## src/rtl/dlx_regs_pkg.sv

```systemverilog
`default_nettype none
//==============================================================================
// Module      : dlx_regs_pkg
// Description : Shared constants and types for the integer register file
//               with scoreboard (default widths, address/data typedefs).
// Revision    : 1.0 - initial release
//==============================================================================
package dlx_regs_pkg;

    // Default architectural data width and register count
    localparam int XLEN_DEF  = 32;
    localparam int NREGS_DEF = 32;

    // Register number and register value at the default configuration
    typedef logic [$clog2(NREGS_DEF)-1:0] reg_addr_t;
    typedef logic [XLEN_DEF-1:0]          reg_data_t;

endpackage : dlx_regs_pkg
`default_nettype wire

```

## src/rtl/regfile_rdport.sv

```systemverilog
`default_nettype none
//==============================================================================
// Module      : regfile_rdport
// Description : One combinational read port of the scoreboarded register
//               file: register select, register-0 zeroing and, when the
//               REGFILE_BYPASS_EN macro is defined, write-to-read forwarding.
// Revision    : 1.0 - initial release
//==============================================================================
module regfile_rdport
    import dlx_regs_pkg::*;
#(
    parameter int XLEN  = XLEN_DEF,
    parameter int NREGS = NREGS_DEF
) (
    input  logic [$clog2(NREGS)-1:0]   addr,
    input  logic [NREGS-1:0][XLEN-1:0] regs,
    input  logic [NREGS-1:0]           busy,
`ifdef REGFILE_BYPASS_EN
    input  logic                       wr_en,
    input  logic [$clog2(NREGS)-1:0]   wr_addr,
    input  logic [XLEN-1:0]            wr_data,
    input  logic                       iss_en,
    input  logic [$clog2(NREGS)-1:0]   iss_addr,
`endif
    output logic [XLEN-1:0]            rd_data,
    output logic                       rd_busy
);

    // Select stored value and busy bit; forward a same-cycle writeback when
    // enabled; register 0 always reads as zero and never busy.
    always_comb begin
        rd_data = regs[addr];
        rd_busy = busy[addr];
`ifdef REGFILE_BYPASS_EN
        if (wr_en && (wr_addr == addr)) begin
            rd_data = wr_data;
            // A concurrent issue to the same register re-marks it pending
            rd_busy = iss_en && (iss_addr == addr);
        end
`endif
        if (addr == '0) begin
            rd_data = '0;
            rd_busy = 1'b0;
        end
    end

endmodule : regfile_rdport
`default_nettype wire

```

## src/rtl/regfile_sb.sv

```systemverilog
`default_nettype none
//==============================================================================
// Module      : regfile_sb
// Description : Register file with per-register pending-write scoreboard.
//               NRD combinational read ports, one writeback port, one issue
//               port, and a registered count of busy registers. Register 0
//               is hard-wired to zero. Define REGFILE_BYPASS_EN to forward
//               same-cycle writeback data to the read ports.
// Revision    : 1.0 - initial release
//==============================================================================
module regfile_sb
    import dlx_regs_pkg::*;
#(
    parameter int XLEN  = XLEN_DEF,
    parameter int NREGS = NREGS_DEF,
    parameter int NRD   = 2
) (
    input  logic                                clk,
    input  logic                                rst_n,
    input  logic [NRD-1:0][$clog2(NREGS)-1:0]   rd_addr,
    output logic [NRD-1:0][XLEN-1:0]            rd_data,
    output logic [NRD-1:0]                      rd_busy,
    input  logic                                wr_en,
    input  logic [$clog2(NREGS)-1:0]            wr_addr,
    input  logic [XLEN-1:0]                     wr_data,
    input  logic                                iss_en,
    input  logic [$clog2(NREGS)-1:0]            iss_addr,
    output logic [$clog2(NREGS+1)-1:0]          npend
);

    localparam int NPW = $clog2(NREGS+1);

    logic [NREGS-1:0][XLEN-1:0] r_regs;
    logic [NREGS-1:0]           r_busy;
    logic [NPW-1:0]             r_npend;

    logic                       w_wr_ok;
    logic                       w_iss_ok;
    logic [NREGS-1:0]           w_busy_nxt;
    logic [NPW-1:0]             w_npend_nxt;

    assign w_wr_ok  = wr_en  && (wr_addr  != '0);
    assign w_iss_ok = iss_en && (iss_addr != '0);

    // Next scoreboard state: writeback clears, issue sets; issue applied last
    // so it wins on a same-register collision.
    always_comb begin
        w_busy_nxt = r_busy;
        if (w_wr_ok) begin
            w_busy_nxt[wr_addr] = 1'b0;
        end
        if (w_iss_ok) begin
            w_busy_nxt[iss_addr] = 1'b1;
        end
    end

    // Population count of the next busy vector so npend tracks the bits
    // on the same edge.
    always_comb begin
        w_npend_nxt = '0;
        for (int i = 0; i < NREGS; i++) begin
            w_npend_nxt = w_npend_nxt + NPW'(w_busy_nxt[i]);
        end
    end

    // Register storage, scoreboard and pending count; register 0 is never
    // written so it stays at its reset value of zero.
    always_ff @(posedge clk or negedge rst_n) begin
        if (!rst_n) begin
            r_regs  <= '0;
            r_busy  <= '0;
            r_npend <= '0;
        end else begin
            if (w_wr_ok) begin
                r_regs[wr_addr] <= wr_data;
            end
            r_busy  <= w_busy_nxt;
            r_npend <= w_npend_nxt;
        end
    end

    assign npend = r_npend;

    generate
        for (genvar g = 0; g < NRD; g++) begin : g_rdport
            regfile_rdport #(
                .XLEN     (XLEN),
                .NREGS    (NREGS)
            ) u_rdport (
                .addr     (rd_addr[g]),
                .regs     (r_regs),
                .busy     (r_busy),
`ifdef REGFILE_BYPASS_EN
                .wr_en    (w_wr_ok),
                .wr_addr  (wr_addr),
                .wr_data  (wr_data),
                .iss_en   (w_iss_ok),
                .iss_addr (iss_addr),
`endif
                .rd_data  (rd_data[g]),
                .rd_busy  (rd_busy[g])
            );
        end
    endgenerate

endmodule : regfile_sb
`default_nettype wire
```

## config.mk

```make
export PLATFORM = sky130hd
export DESIGN_NAME = regfile_sb
export DESIGN_NICKNAME = d
export VERILOG_FILES = /design/src/rtl/dlx_regs_pkg.sv /design/src/rtl/regfile_rdport.sv /design/src/rtl/regfile_sb.sv
export SDC_FILE = /design/constraint.sdc
export NUM_CORES = 2
export LEC_CHECK = 0
export BUFFER_PORTS_ARGS = -buffer_cell sky130_fd_sc_hd__buf_2
export CAP_MARGIN = 30
export CORE_ASPECT_RATIO = 2
export CORE_MARGIN = 5
export CORE_UTILIZATION = 60
export DETAILED_ROUTE_END_ITERATION = 6
export PLACE_DENSITY = 0.75
export SKIP_LAST_GASP = 1
export SYNTH_ARGS = -nofsm -noshare
export SYNTH_HDL_FRONTEND = slang
export SYNTH_SLANG_ARGS = --single-unit
```

## constraint.sdc

```tcl
create_clock -name clk -period 14.47 [get_ports clk]
set_input_delay 2.1705 -clock clk [delete_from_list [all_inputs] [get_ports clk]]
set_output_delay 2.1705 -clock clk [all_outputs]
set_load 0.02 [all_outputs]
```

==> metrics.txt <==
# TYPE chip_impl_metric gauge
chip_impl_metric{name="synth_top_area_share",unit="%"} 46.5
chip_impl_metric{name="ctsHoldBuffers",unit=""} 0
chip_impl_info{name="synth_area_leader_cell",value="sky130_fd_sc_hd__dfrtp_1"} 1
chip_impl_info{name="outcome",value="complete, no violations"} 1
chip_impl_metric{name="timing.final.hold_violations",unit=""} 0
chip_impl_metric{name="wirelength",unit="um"} 177000
chip_impl_metric{name="syn_nets",unit=""} 4009
chip_impl_info{name="largest_cells_by_area_after_synthesis",value="sky130_fd_sc_hd__dfrtp_1, sky130_fd_sc_hd__mux2_2, sky130_fd_sc_hd__mux4_2"} 1
chip_impl_metric{name="gpl.final_weighted_congestion",unit=""} 0.911
chip_impl_metric{name="fin_worst_skew",unit="ps"} 14.0
chip_impl_metric{name="postRouteAntennaNets",unit=""} 0
chip_impl_metric{name="seq_area_frac_synth",unit="%"} 46.5
chip_impl_metric{name="synthArstFlopShare",unit="%"} 100
chip_impl_metric{name="tritoncts_num_sinks",unit=""} 1062
chip_impl_metric{name="final_net_count",unit=""} 3860
chip_impl_metric{name="post_route_minimum_period",unit="ps"} 8330
chip_impl_metric{name="power.ir.vdd_worst",unit="uV"} 264
chip_impl_metric{name="num_io_pins",unit=""} 128
chip_impl_metric{name="setup_viol",unit=""} 0
chip_impl_metric{name="post_route_cells_drive_above_1_share",unit="%"} 46.7
chip_impl_metric{name="clk_transition_reported_paths",unit="ps"} 60
chip_impl_metric{name="fmaxAchievable",unit="MHz"} 120
chip_impl_metric{name="fp.dieH",unit="um"} 446
chip_impl_metric{name="place_ws",unit="ps"} 5930
chip_impl_metric{name="area_growth",unit="%"} 7.59
chip_impl_metric{name="first_drt_iteration_drcs",unit=""} 3566
chip_impl_info{name="cts_tree",value="built"} 1
chip_impl_metric{name="grt_max_degree",unit=""} 171
chip_impl_metric{name="syn_avg_cell_area",unit="um2"} 14.6
chip_impl_metric{name="post_synth_instance_area",unit="mm2"} 0.0571
chip_impl_metric{name="cp.arrival",unit="ps"} 6160
chip_impl_info{name="ctsRootBufferMaster",value="sky130_fd_sc_hd__clkbuf_16"} 1
chip_impl_metric{name="power.leakage",unit="nW"} 27.4
chip_impl_metric{name="cts_max_level",unit=""} 3
chip_impl_metric{name="io_buffer_count",unit=""} 127
chip_impl_metric{name="post_cts_resized",unit=""} 0
chip_impl_metric{name="die_w",unit="um"} 228
chip_impl_metric{name="start_util",unit="%"} 60.2
chip_impl_metric{name="die_area",unit="mm2"} 0.102
chip_impl_metric{name="yosys_register_bits",unit=""} 1062
chip_impl_metric{name="overall_overflow_remaining_after_global_route",unit=""} 0
chip_impl_metric{name="timing.final.crit_share",unit="%"} 57.6
chip_impl_metric{name="netlist_instances",unit=""} 3922
chip_impl_metric{name="cell_row_count",unit=""} 160
chip_impl_metric{name="cts_setup_buffers",unit=""} 0
chip_impl_metric{name="tns",unit="ps"} 0
chip_impl_metric{name="first_global_vias",unit=""} 40200
chip_impl_info{name="crit_path_end_kind",value="output pin"} 1
chip_impl_metric{name="worst_pin_slew",unit="ps"} 1140
chip_impl_metric{name="setup_slack",unit="ps"} 6140
chip_impl_metric{name="ys_warn_count",unit=""} 0
chip_impl_metric{name="clock_buffers_created_by_tritoncts",unit=""} 94
chip_impl_info{name="timing.setup.critical_path_class",value="in -> out"} 1
chip_impl_metric{name="critical_path_required_time",unit="ps"} 12300
chip_impl_metric{name="wl_per_cell",unit="um"} 34.9
chip_impl_metric{name="maxCapViolations",unit=""} 0
chip_impl_metric{name="critPathMaxFanout",unit=""} 53
chip_impl_info{name="yosys_most_used_dff",value="sky130_fd_sc_hd__dfrtp_1"} 1
chip_impl_metric{name="drt_drc_violations_left",unit=""} 0
chip_impl_info{name="rsz0062_at_grt",value="false"} 1
chip_impl_metric{name="place_hpwl",unit="um"} 100000
chip_impl_metric{name="detailedRoute.firstPassIterationCount",unit=""} 7
chip_impl_metric{name="clkLatencyLatePin",unit="ps"} 710
chip_impl_metric{name="wire_length_of_the_first_global_routing_pass",unit="um"} 264000
chip_impl_metric{name="power_density",unit="mW/mm2"} 152
chip_impl_metric{name="detailed_route_via_count",unit=""} 37100
chip_impl_metric{name="timing.final.max_slew_violations",unit=""} 0
chip_impl_info{name="worstHoldPathType",value="reg -> reg"} 1
chip_impl_metric{name="number_of_antenna_violations_at_the_first_check_in_global_routing",unit=""} 11
chip_impl_metric{name="via_per_inst",unit=""} 7.32
chip_impl_info{name="worst_setup_path_start_kind",value="primary input"} 1
chip_impl_metric{name="grtUsageTotal",unit="%"} 34.8
chip_impl_metric{name="netlist-cell-type-count",unit=""} 45
chip_impl_metric{name="area_of_the_core",unit="mm2"} 0.0949
chip_impl_metric{name="number_of_enable_flip_flop_cells_after_synthesis",unit=""} 0
chip_impl_metric{name="cts_buffer_depth",unit=""} 3
chip_impl_metric{name="timing.slew.headroom",unit="%"} 23.9
## cell usage in the layout, fill, tap and decap left out, drive strengths merged, types with 35 or more instances in the layout
cell type,synthesis,routed
nand2,35,35
nor3,58,58
a21oi,49,49
clkbuf,248,136
a22oi,98,98
dfrtp,1062,1062
mux2,1025,1025
o22ai,54,54
mux2i,310,310
a22o,85,85
buf,205,207
mux4,394,394
inv,36,38
a211oi,44,44
## critical path, cell delays in order
cell and delay [ps]:
sky130_fd_sc_hd__buf_6 470, sky130_fd_sc_hd__buf_4 640, sky130_fd_sc_hd__nor2b_4 800, sky130_fd_sc_hd__buf_4 730
sky130_fd_sc_hd__a2111oi_0 230, sky130_fd_sc_hd__nor3_1 750, sky130_fd_sc_hd__buf_2 300
## per-stage QoR
stage	utilization (%)	cell area, um2	std cells	total power [mW]	hold slack, ps
6_report	64.8	61500	5067	9.37	404
2_1_floorplan	-	57100	3922	5.99	441
3_5_place_dp	61.3	58200	4891	6.74	388
5_1_grt	64.8	61400	5061	9.86	413
4_1_cts	64.7	61400	5059	9.39	403
3_3_place_gp	61.2	58000	4882	6.63	382
## cell families after synthesis
logic type	after synthesis	share of synthesized area [%]
AO/OA/AOI/OAI	420	5.44
AND/OR/NAND/NOR	188	1.76
flip-flops	1062	46.5
XOR/XNOR	3	0.0460
adder cells (fa/ha/maj)	31	0.994
multiplexers	1729	41.2
buffers and inverters	489	4.06
## final timing paths
path                                        startpoint                      end  slack [ps]  depth (start not counted)
worst max-delay path                        rd_addr[2]              rd_data[11]        6140                          7
worst min-delay path            r_regs[23]$_DFFE_PN0P_   r_regs[23]$_DFFE_PN0P_         400                          0
worst max register to register    r_busy[25]$_DFF_PN0_       npend[4]$_DFF_PN0_        9270                         18
worst min register to register  r_regs[23]$_DFFE_PN0P_   r_regs[23]$_DFFE_PN0P_         400                          0
max in group asynchronous                        rst_n  r_regs[805]$_DFFE_PN0P_       10080                          5
min in group asynchronous                        rst_n  r_regs[411]$_DFFE_PN0P_        1520                          1
## cell usage after synthesis, types with 2 or more instances
cell type                   instances
sky130_fd_sc_hd__inv_1             36
sky130_fd_sc_hd__or3b_2             2
sky130_fd_sc_hd__buf_4             43
sky130_fd_sc_hd__a22o_1            85
sky130_fd_sc_hd__mux2_2           995
sky130_fd_sc_hd__a211oi_1          44
sky130_fd_sc_hd__ha_1               7
sky130_fd_sc_hd__nor2_1            15
sky130_fd_sc_hd__buf_1             32
sky130_fd_sc_hd__o22ai_1           54
sky130_fd_sc_hd__a2111oi_0         32
sky130_fd_sc_hd__clkbuf_1         248
sky130_fd_sc_hd__a21oi_1           49
sky130_fd_sc_hd__xnor2_1            3
sky130_fd_sc_hd__nor2b_1           24
sky130_fd_sc_hd__nor3b_1            4
sky130_fd_sc_hd__nand2b_1           2
sky130_fd_sc_hd__fa_1              24
sky130_fd_sc_hd__mux2_1            30
sky130_fd_sc_hd__nand2_1           35
sky130_fd_sc_hd__mux2i_1          310
sky130_fd_sc_hd__and2_1             8
sky130_fd_sc_hd__buf_2            106
sky130_fd_sc_hd__o21ai_0           18
sky130_fd_sc_hd__a21o_1             4
sky130_fd_sc_hd__nor3_1            58
sky130_fd_sc_hd__a32o_1             2
sky130_fd_sc_hd__a22oi_1           98
sky130_fd_sc_hd__o221ai_1          32
sky130_fd_sc_hd__and3b_1            4
sky130_fd_sc_hd__nand3b_1           5
sky130_fd_sc_hd__nor4_1            14
sky130_fd_sc_hd__and3_1             7
sky130_fd_sc_hd__nand3_1            5
sky130_fd_sc_hd__mux4_2           394
sky130_fd_sc_hd__buf_8              3
sky130_fd_sc_hd__buf_6             21
sky130_fd_sc_hd__dfrtp_1         1062
## sequential cells by signal, indices dropped and copies added, names as in the netlist
signal,flops
r_regs,1024
npend,6
r_busy,32
## routing by layer
metal / global-route usage [%] / vias to the layer above / wire length (um)
met5: 0 / - / 75
met4: 20.1 / 12 / 12000
met3: 7.65 / 620 / 15200
met2: 57.2 / 1861 / 86400
met1: 42.8 / 19800 / 63200
li1: - / 14800 / -
## report_power, final
| group | switching, mW | internal (mW) |
|---|---|---|
| logic | 1.23 | 1.45 |
| clock network | 1.16 | 1.52 |
| registers | 0.445 | 3.57 |
## area by class of cell
type,count,area [um2]
diodes,7,17.5
clock buffers,135,2800
clock inverters,33,440
fillers,7024,33400
inverters,36,135
multi-input cells,2371,28500
flip-flops and latches,1062,26600
well taps,1215,1520
repair buffers,208,1460
Power figures use the tool's default switching activity.
